`src/rtl/lite_v2.sv`:
```
// lite_v2: two-operand datapath between decode and writeback of the lite core.
// Accepts opcode/d1/d2 over a valid/ready handshake, computes pass/add/sub/
// logic ops in one cycle or an unsigned shift-add multiply over WIDTH cycles,
// and holds res/carry/zero under a valid/ready output handshake.
//
// Ports:
//   clk        rising-edge clock
//   rst        synchronous, active-high reset
//   in_valid   opcode/d1/d2 valid
//   in_ready   block can accept (IDLE and not in reset)
//   opcode     operation select
//   d1, d2     operands A and B
//   res        registered result
//   res_valid  res/carry/zero valid
//   res_ready  consumer accepts the result
//   carry      registered carry / borrow / multiply-overflow flag
//   zero       registered, set when res == 0
module lite_v2 #(
  parameter int unsigned WIDTH = 8
) (
  input  logic             clk,
  input  logic             rst,
  input  logic             in_valid,
  output logic             in_ready,
  input  logic [2:0]       opcode,
  input  logic [WIDTH-1:0] d1,
  input  logic [WIDTH-1:0] d2,
  output logic [WIDTH-1:0] res,
  output logic             res_valid,
  input  logic             res_ready,
  output logic             carry,
  output logic             zero
);

  localparam int unsigned CW = $clog2(WIDTH + 1);
  localparam int unsigned PW = 2 * WIDTH;

  localparam logic [2:0] OP_PASS_A = 3'b000;
  localparam logic [2:0] OP_PASS_B = 3'b001;
  localparam logic [2:0] OP_ADD    = 3'b010;
  localparam logic [2:0] OP_SUB    = 3'b011;
  localparam logic [2:0] OP_AND    = 3'b100;
  localparam logic [2:0] OP_OR     = 3'b101;
  localparam logic [2:0] OP_XOR    = 3'b110;
  localparam logic [2:0] OP_MUL    = 3'b111;

  typedef enum logic [1:0] {
    S_IDLE = 2'd0,
    S_BUSY = 2'd1,
    S_DONE = 2'd2
  } state_e;

  state_e state_q, state_d;

  // Datapath registers
  logic [WIDTH-1:0] res_q, res_d;
  logic             carry_q, carry_d;
  logic             zero_q, zero_d;
  logic [PW-1:0]    acc_q, acc_d;
  logic [PW-1:0]    mcand_q, mcand_d;
  logic [WIDTH-1:0] mplier_q, mplier_d;
  logic [CW-1:0]    cnt_q, cnt_d;

  // Control strobes from the output decode
  logic accept;
  logic mul_start;
  logic alu_load;
  logic mul_step;
  logic mul_last;

  // Single-cycle ALU results
  logic [WIDTH:0]   sum_ext;
  logic [WIDTH:0]   diff_ext;
  logic [WIDTH-1:0] alu_res;
  logic             alu_carry;

  // Multiplier step: conditional add of the shifted multiplicand
  logic [PW-1:0]    acc_step;

  // State register
  always_ff @(posedge clk) begin
    if (rst) begin
      state_q <= S_IDLE;
    end else begin
      state_q <= state_d;
    end
  end

  // Next-state logic
  always_comb begin
    state_d = state_q;
    unique case (state_q)
      S_IDLE: begin
        if (accept) begin
          state_d = (opcode == OP_MUL) ? S_BUSY : S_DONE;
        end
      end
      S_BUSY: begin
        if (mul_last) begin
          state_d = S_DONE;
        end
      end
      S_DONE: begin
        if (res_ready) begin
          state_d = S_IDLE;
        end
      end
      default: state_d = S_IDLE;
    endcase
  end

  // Output / strobe decode; in_ready is gated by rst so nothing is accepted in reset
  always_comb begin
    in_ready  = 1'b0;
    res_valid = 1'b0;
    mul_step  = 1'b0;
    unique case (state_q)
      S_IDLE:  in_ready  = ~rst;
      S_BUSY:  mul_step  = 1'b1;
      S_DONE:  res_valid = 1'b1;
      default: ;
    endcase
    accept    = in_valid & in_ready;
    mul_start = accept & (opcode == OP_MUL);
    alu_load  = accept & (opcode != OP_MUL);
    // Counter starts at WIDTH; the step seen with cnt==1 is the last multiplier bit
    mul_last  = mul_step & (cnt_q == CW'(1));
  end

  // Single-cycle operations
  always_comb begin
    sum_ext   = {1'b0, d1} + {1'b0, d2};
    // Top bit of the extended difference is the borrow (d1 < d2 unsigned)
    diff_ext  = {1'b0, d1} - {1'b0, d2};
    alu_res   = '0;
    alu_carry = 1'b0;
    case (opcode)
      OP_PASS_A: alu_res = d1;
      OP_PASS_B: alu_res = d2;
      OP_ADD: begin
        alu_res   = sum_ext[WIDTH-1:0];
        alu_carry = sum_ext[WIDTH];
      end
      OP_SUB: begin
        alu_res   = diff_ext[WIDTH-1:0];
        alu_carry = diff_ext[WIDTH];
      end
      OP_AND:    alu_res = d1 & d2;
      OP_OR:     alu_res = d1 | d2;
      OP_XOR:    alu_res = d1 ^ d2;
      OP_MUL:    alu_res = '0;
    endcase
  end

  // Multiplier and result next-state
  always_comb begin
    acc_step = mplier_q[0] ? (acc_q + mcand_q) : acc_q;

    acc_d    = acc_q;
    mcand_d  = mcand_q;
    mplier_d = mplier_q;
    cnt_d    = cnt_q;
    res_d    = res_q;
    carry_d  = carry_q;
    zero_d   = zero_q;

    if (mul_start) begin
      acc_d    = '0;
      mcand_d  = PW'(d1);
      mplier_d = d2;
      cnt_d    = CW'(WIDTH);
    end else if (mul_step) begin
      acc_d    = acc_step;
      mcand_d  = mcand_q << 1;
      mplier_d = mplier_q >> 1;
      cnt_d    = cnt_q - CW'(1);
    end

    if (alu_load) begin
      res_d   = alu_res;
      carry_d = alu_carry;
      zero_d  = (alu_res == '0);
    end else if (mul_last) begin
      // Final step's sum is used directly so the result lands on the same edge
      res_d   = acc_step[WIDTH-1:0];
      carry_d = |acc_step[PW-1:WIDTH];
      zero_d  = (acc_step[WIDTH-1:0] == '0);
    end
  end

  // Datapath registers
  always_ff @(posedge clk) begin
    if (rst) begin
      res_q    <= '0;
      carry_q  <= 1'b0;
      zero_q   <= 1'b0;
      acc_q    <= '0;
      mcand_q  <= '0;
      mplier_q <= '0;
      cnt_q    <= '0;
    end else begin
      res_q    <= res_d;
      carry_q  <= carry_d;
      zero_q   <= zero_d;
      acc_q    <= acc_d;
      mcand_q  <= mcand_d;
      mplier_q <= mplier_d;
      cnt_q    <= cnt_d;
    end
  end

  assign res   = res_q;
  assign carry = carry_q;
  assign zero  = zero_q;

endmodule

```
`config.mk`:
```
export PLATFORM = sky130hd
export DESIGN_NAME = lite_v2
export DESIGN_NICKNAME = d
export VERILOG_FILES = /design/src/rtl/lite_v2.sv
export SDC_FILE = /design/constraint.sdc
export NUM_CORES = 1
export LEC_CHECK = 0
export ABC_AREA = 1
export CORE_ASPECT_RATIO = 0.5
export CORE_MARGIN = 2
export CORE_UTILIZATION = 35
export CTS_CLUSTER_SIZE = 16
export DETAILED_ROUTE_END_ITERATION = 12
export GPL_TIMING_DRIVEN = 0
export MAX_ROUTING_LAYER = met4
export PLACE_DENSITY = 0.59
export SYNTH_ARGS = -nofsm -noshare
export SYNTH_HDL_FRONTEND = slang
export SYNTH_SLANG_ARGS = --single-unit
```
`constraint.sdc`:
```
create_clock -name clk -period 2.41 [get_ports clk]
set_input_delay 0.241 -clock clk [delete_from_list [all_inputs] [get_ports clk]]
set_output_delay 0.241 -clock clk [all_outputs]
set_load 0.02 [all_outputs]
```
==> results.py <==
metrics = {
    "critical_path": {
        "cp-start-kind": "input pin",
        "crit_arrival_ns": 2.53,
        "path_class": "in -> reg",
        "critPathRequiredTime_ns": 2.65,
        "setup.worst_path.end_class": "flip-flop",
        "crit_fanout": 4,
    },
    "power_and_ir_drop": {
        "leakage_uw": 0.00272,
        "pwr_density_cell_nw_per_um2": 400,
        "total_power_uw": 2220,
        "ir_drop_uv": 253,
    },
    "synth": {
        "synth_area_leaders": "dfxtp_1, nand2_1, ha_1, inv_1, nand3_1",
        "synth_edf_count": 0,
        "synth-seq-cells": 56,
        "synth_cell_types": 40,
        "syn_area_sq_um": 4740,
        "syn-mean-instance-area_sq_um": 6.13,
        "syn-num-nets": 841,
        "yosysWarnings": 0,
        "synthArstFlopShare_pct": 0,
        "synth_largest_type_area_fraction_pct": 23.6,
        "yosysTopAreaCell": "dfxtp_1",
        "synthFlopType": "dfxtp_1",
        "ys_seq_area_share_pct": 23.6,
        "syn_inst": 774,
    },
    "die": {
        "die_h_um": 86.3,
        "pin_count": 35,
        "std_cell_rows": 30,
        "die_w_um": 169,
        "core-area_sq_um": 13400,
        "die-area_sq_um": 14600,
        "initial_core_util_pct": 35.4,
    },
    "finish": {
        "layout_commonest_cell": "nand2_1",
        "area_growth_pct": 16.7,
        "final_cell_mix": "nand2_1, inv_1, nor2_1, nand3_1, dfxtp_1",
        "fin_nets": 883,
        "stdcell_area_sq_um": 5540,
        "diodes": 0,
        "drive_gt1_share_pct": 7.22,
    },
    "clock_network": {
        "cts_sinks": 56,
        "cts_tree": "yes",
        "cts-hold-fix-buffers": 0,
        "clk_latency_ns": 0.30,
        "h-tree-depth": 2,
        "root_buffer": "clkbuf_16",
        "clk_pin_slew_ns": 0.08,
        "clk_path_buf_depth": 2,
        "cts_buffers": 5,
    },
    "routing": {
        "antenna_left": 0,
        "drc": 0,
        "initialDrtViolationCount": 198,
        "routed_wl_um": 13700,
        "via_per_inst": 4.90,
        "num_vias": 4869,
        "first_pass_iters": 5,
        "wl_per_cell_um": 13.8,
    },
    "run": {
        "maxCapViolCount": 0,
    },
    "timing": {
        "relSlewSlack_pct": 57.5,
        "hold_ws_ns": 0.187,
        "tightest_slew_ns": 0.637,
        "hold_viol": 0,
        "finClkSkew_ns": 0.00867,
        "slew_viol_final": 0,
        "layout_min_cycle_time_ns": 2.29,
        "setup_viol": 0,
        "period_share_pct": 95.0,
        "fmax_mhz": 437,
        "rsz0062_at_grt": "true",
        "setup_ws_ns": 0.120,
    },
    "grt": {
        "grt_pass1_vias": 4551,
        "grt_use_total_pct": 19.9,
        "grt_max_degree": 19,
        "grt_pass1_wl_um": 22500,
        "antenna_found_initial": 0,
        "grt.overflow.total": 0,
    },
    "placed_design": {
        "post-place-ws_ns": -0.343,
        "io_buffers": 33,
        "gp_congestion": 0.887,
        "dpl.hpwl_um": 10700,
        "placed_cell_area_sq_um": 5300,
    },
    "outcome": {
        "status": "finished, final reports clean",
    },
    "min_path": {
        "hold_class": "in -> reg",
    },
}
[cell usage after synthesis (4+ instances only)]
| master | count |
|---|---|
| o21ai_0 | 35 |
| nor3_1 | 6 |
| nor2_1 | 72 |
| nand3_1 | 54 |
| ha_1 | 41 |
| inv_1 | 113 |
| inv_2 | 8 |
| nor2_4 | 4 |
| xor2_1 | 4 |
| nand2_1 | 243 |
| o211ai_1 | 4 |
| buf_2 | 7 |
| a21oi_1 | 41 |
| nand4_1 | 12 |
| clkbuf_1 | 8 |
| o22ai_1 | 5 |
| dfxtp_1 | 56 |
| a31oi_1 | 22 |
[metrics by stage]
step,utilization (%),setup TNS (ns),cells
2_1_floorplan,-,0,774
3_3_place_gp,39.5,-1.07,983
3_5_place_dp,39.5,-1.17,983
4_1_cts,40.7,0,991
5_1_grt,41.3,-0.0000595,993
6_report,41.3,0,993
[report_power, final]
part	switching (uW)	internal, uW	total, uW
clock	372	389	761
sequential	16.0	945	961
combinational	308	185	493
[per-layer routing]
| layer | track usage, % | vias up | wire length (um) |
|---|---|---|---|
| li1 | - | 2557 | - |
| met1 | 25.7 | 2212 | 6830 |
| met2 | 34.3 | 85 | 6270 |
| met3 | 2.33 | 15 | 430 |
| met4 | 3.92 | 0 | 153 |
| met5 | - | - | 0 |
[cells by family after synthesis]
| logic type | count (synthesis) | share of synthesized area (%) |
|---|---|---|
| adders and majority gates | 44 | 12.1 |
| xor gates and xnor gates | 7 | 1.29 |
| muxes | 1 | 0.211 |
| and+or+nand+nor | 405 | 36.4 |
| AOI/OAI and AO/OA | 118 | 13.9 |
| buffers and inverters | 143 | 12.5 |
| DFF | 56 | 23.6 |
[timing repair]
| action | 4_1_cts | 5_1_grt |
|---|---|---|
| resized for setup | 3 | 28 |
| setup endpoints to repair | 2 | 5 |
| pin swaps | 2 | 3 |
| setup buffers | 0 | 2 |
[sequential cells by signal (all words and copies together) (netlist names)]
name      flops
acc_q        16
carry         1
cnt_q         4
mcand_q      16
mplier_q      8
res           8
state_q       2
zero          1
[worst paths after layout]
| path | start | to | slack, ns | depth (start not counted) |
|---|---|---|---|---|
| setup / recovery | d2[0] | zero$_SDFFE_PP0P_ | 0.12 | 12 |
| hold / removal | rst | res[5]$_SDFFE_PP0P_ | 0.19 | 2 |
| setup reg to reg | acc_q[0]$_SDFFE_PP0P_ | carry$_SDFFE_PP0P_ | 0.22 | 15 |
| hold reg to reg | mplier_q[7]$_SDFFE_PP0P_ | mplier_q[7]$_SDFFE_PP0P_ | 0.47 | 2 |
[layout make-up]
type / count / area [sq um]
fillers: 1444 / 7870
multi-input cells: 575 / 3070
flip-flops and latches: 56 / 1130
inverters: 122 / 467
repair buffers: 35 / 375
well taps: 176 / 220
plain buffers: 21 / 129
clock buffers: 5 / 125
clock inverters: 3 / 21.3
[worst max-delay path, stage by stage]
cell and delay [ns]:
clkdlybuf4s50_1 0.56, ha_2 0.28, fa_2 0.45, nand2_1 0.07, nand2_1 0.05, nor2_1 0.10, o211ai_1 0.09, o21ai_1 0.17
nand3_1 0.12, nor2_2 0.13, nand4_1 0.12, a21oi_1 0.14
Power figures use the tool's default switching activity.
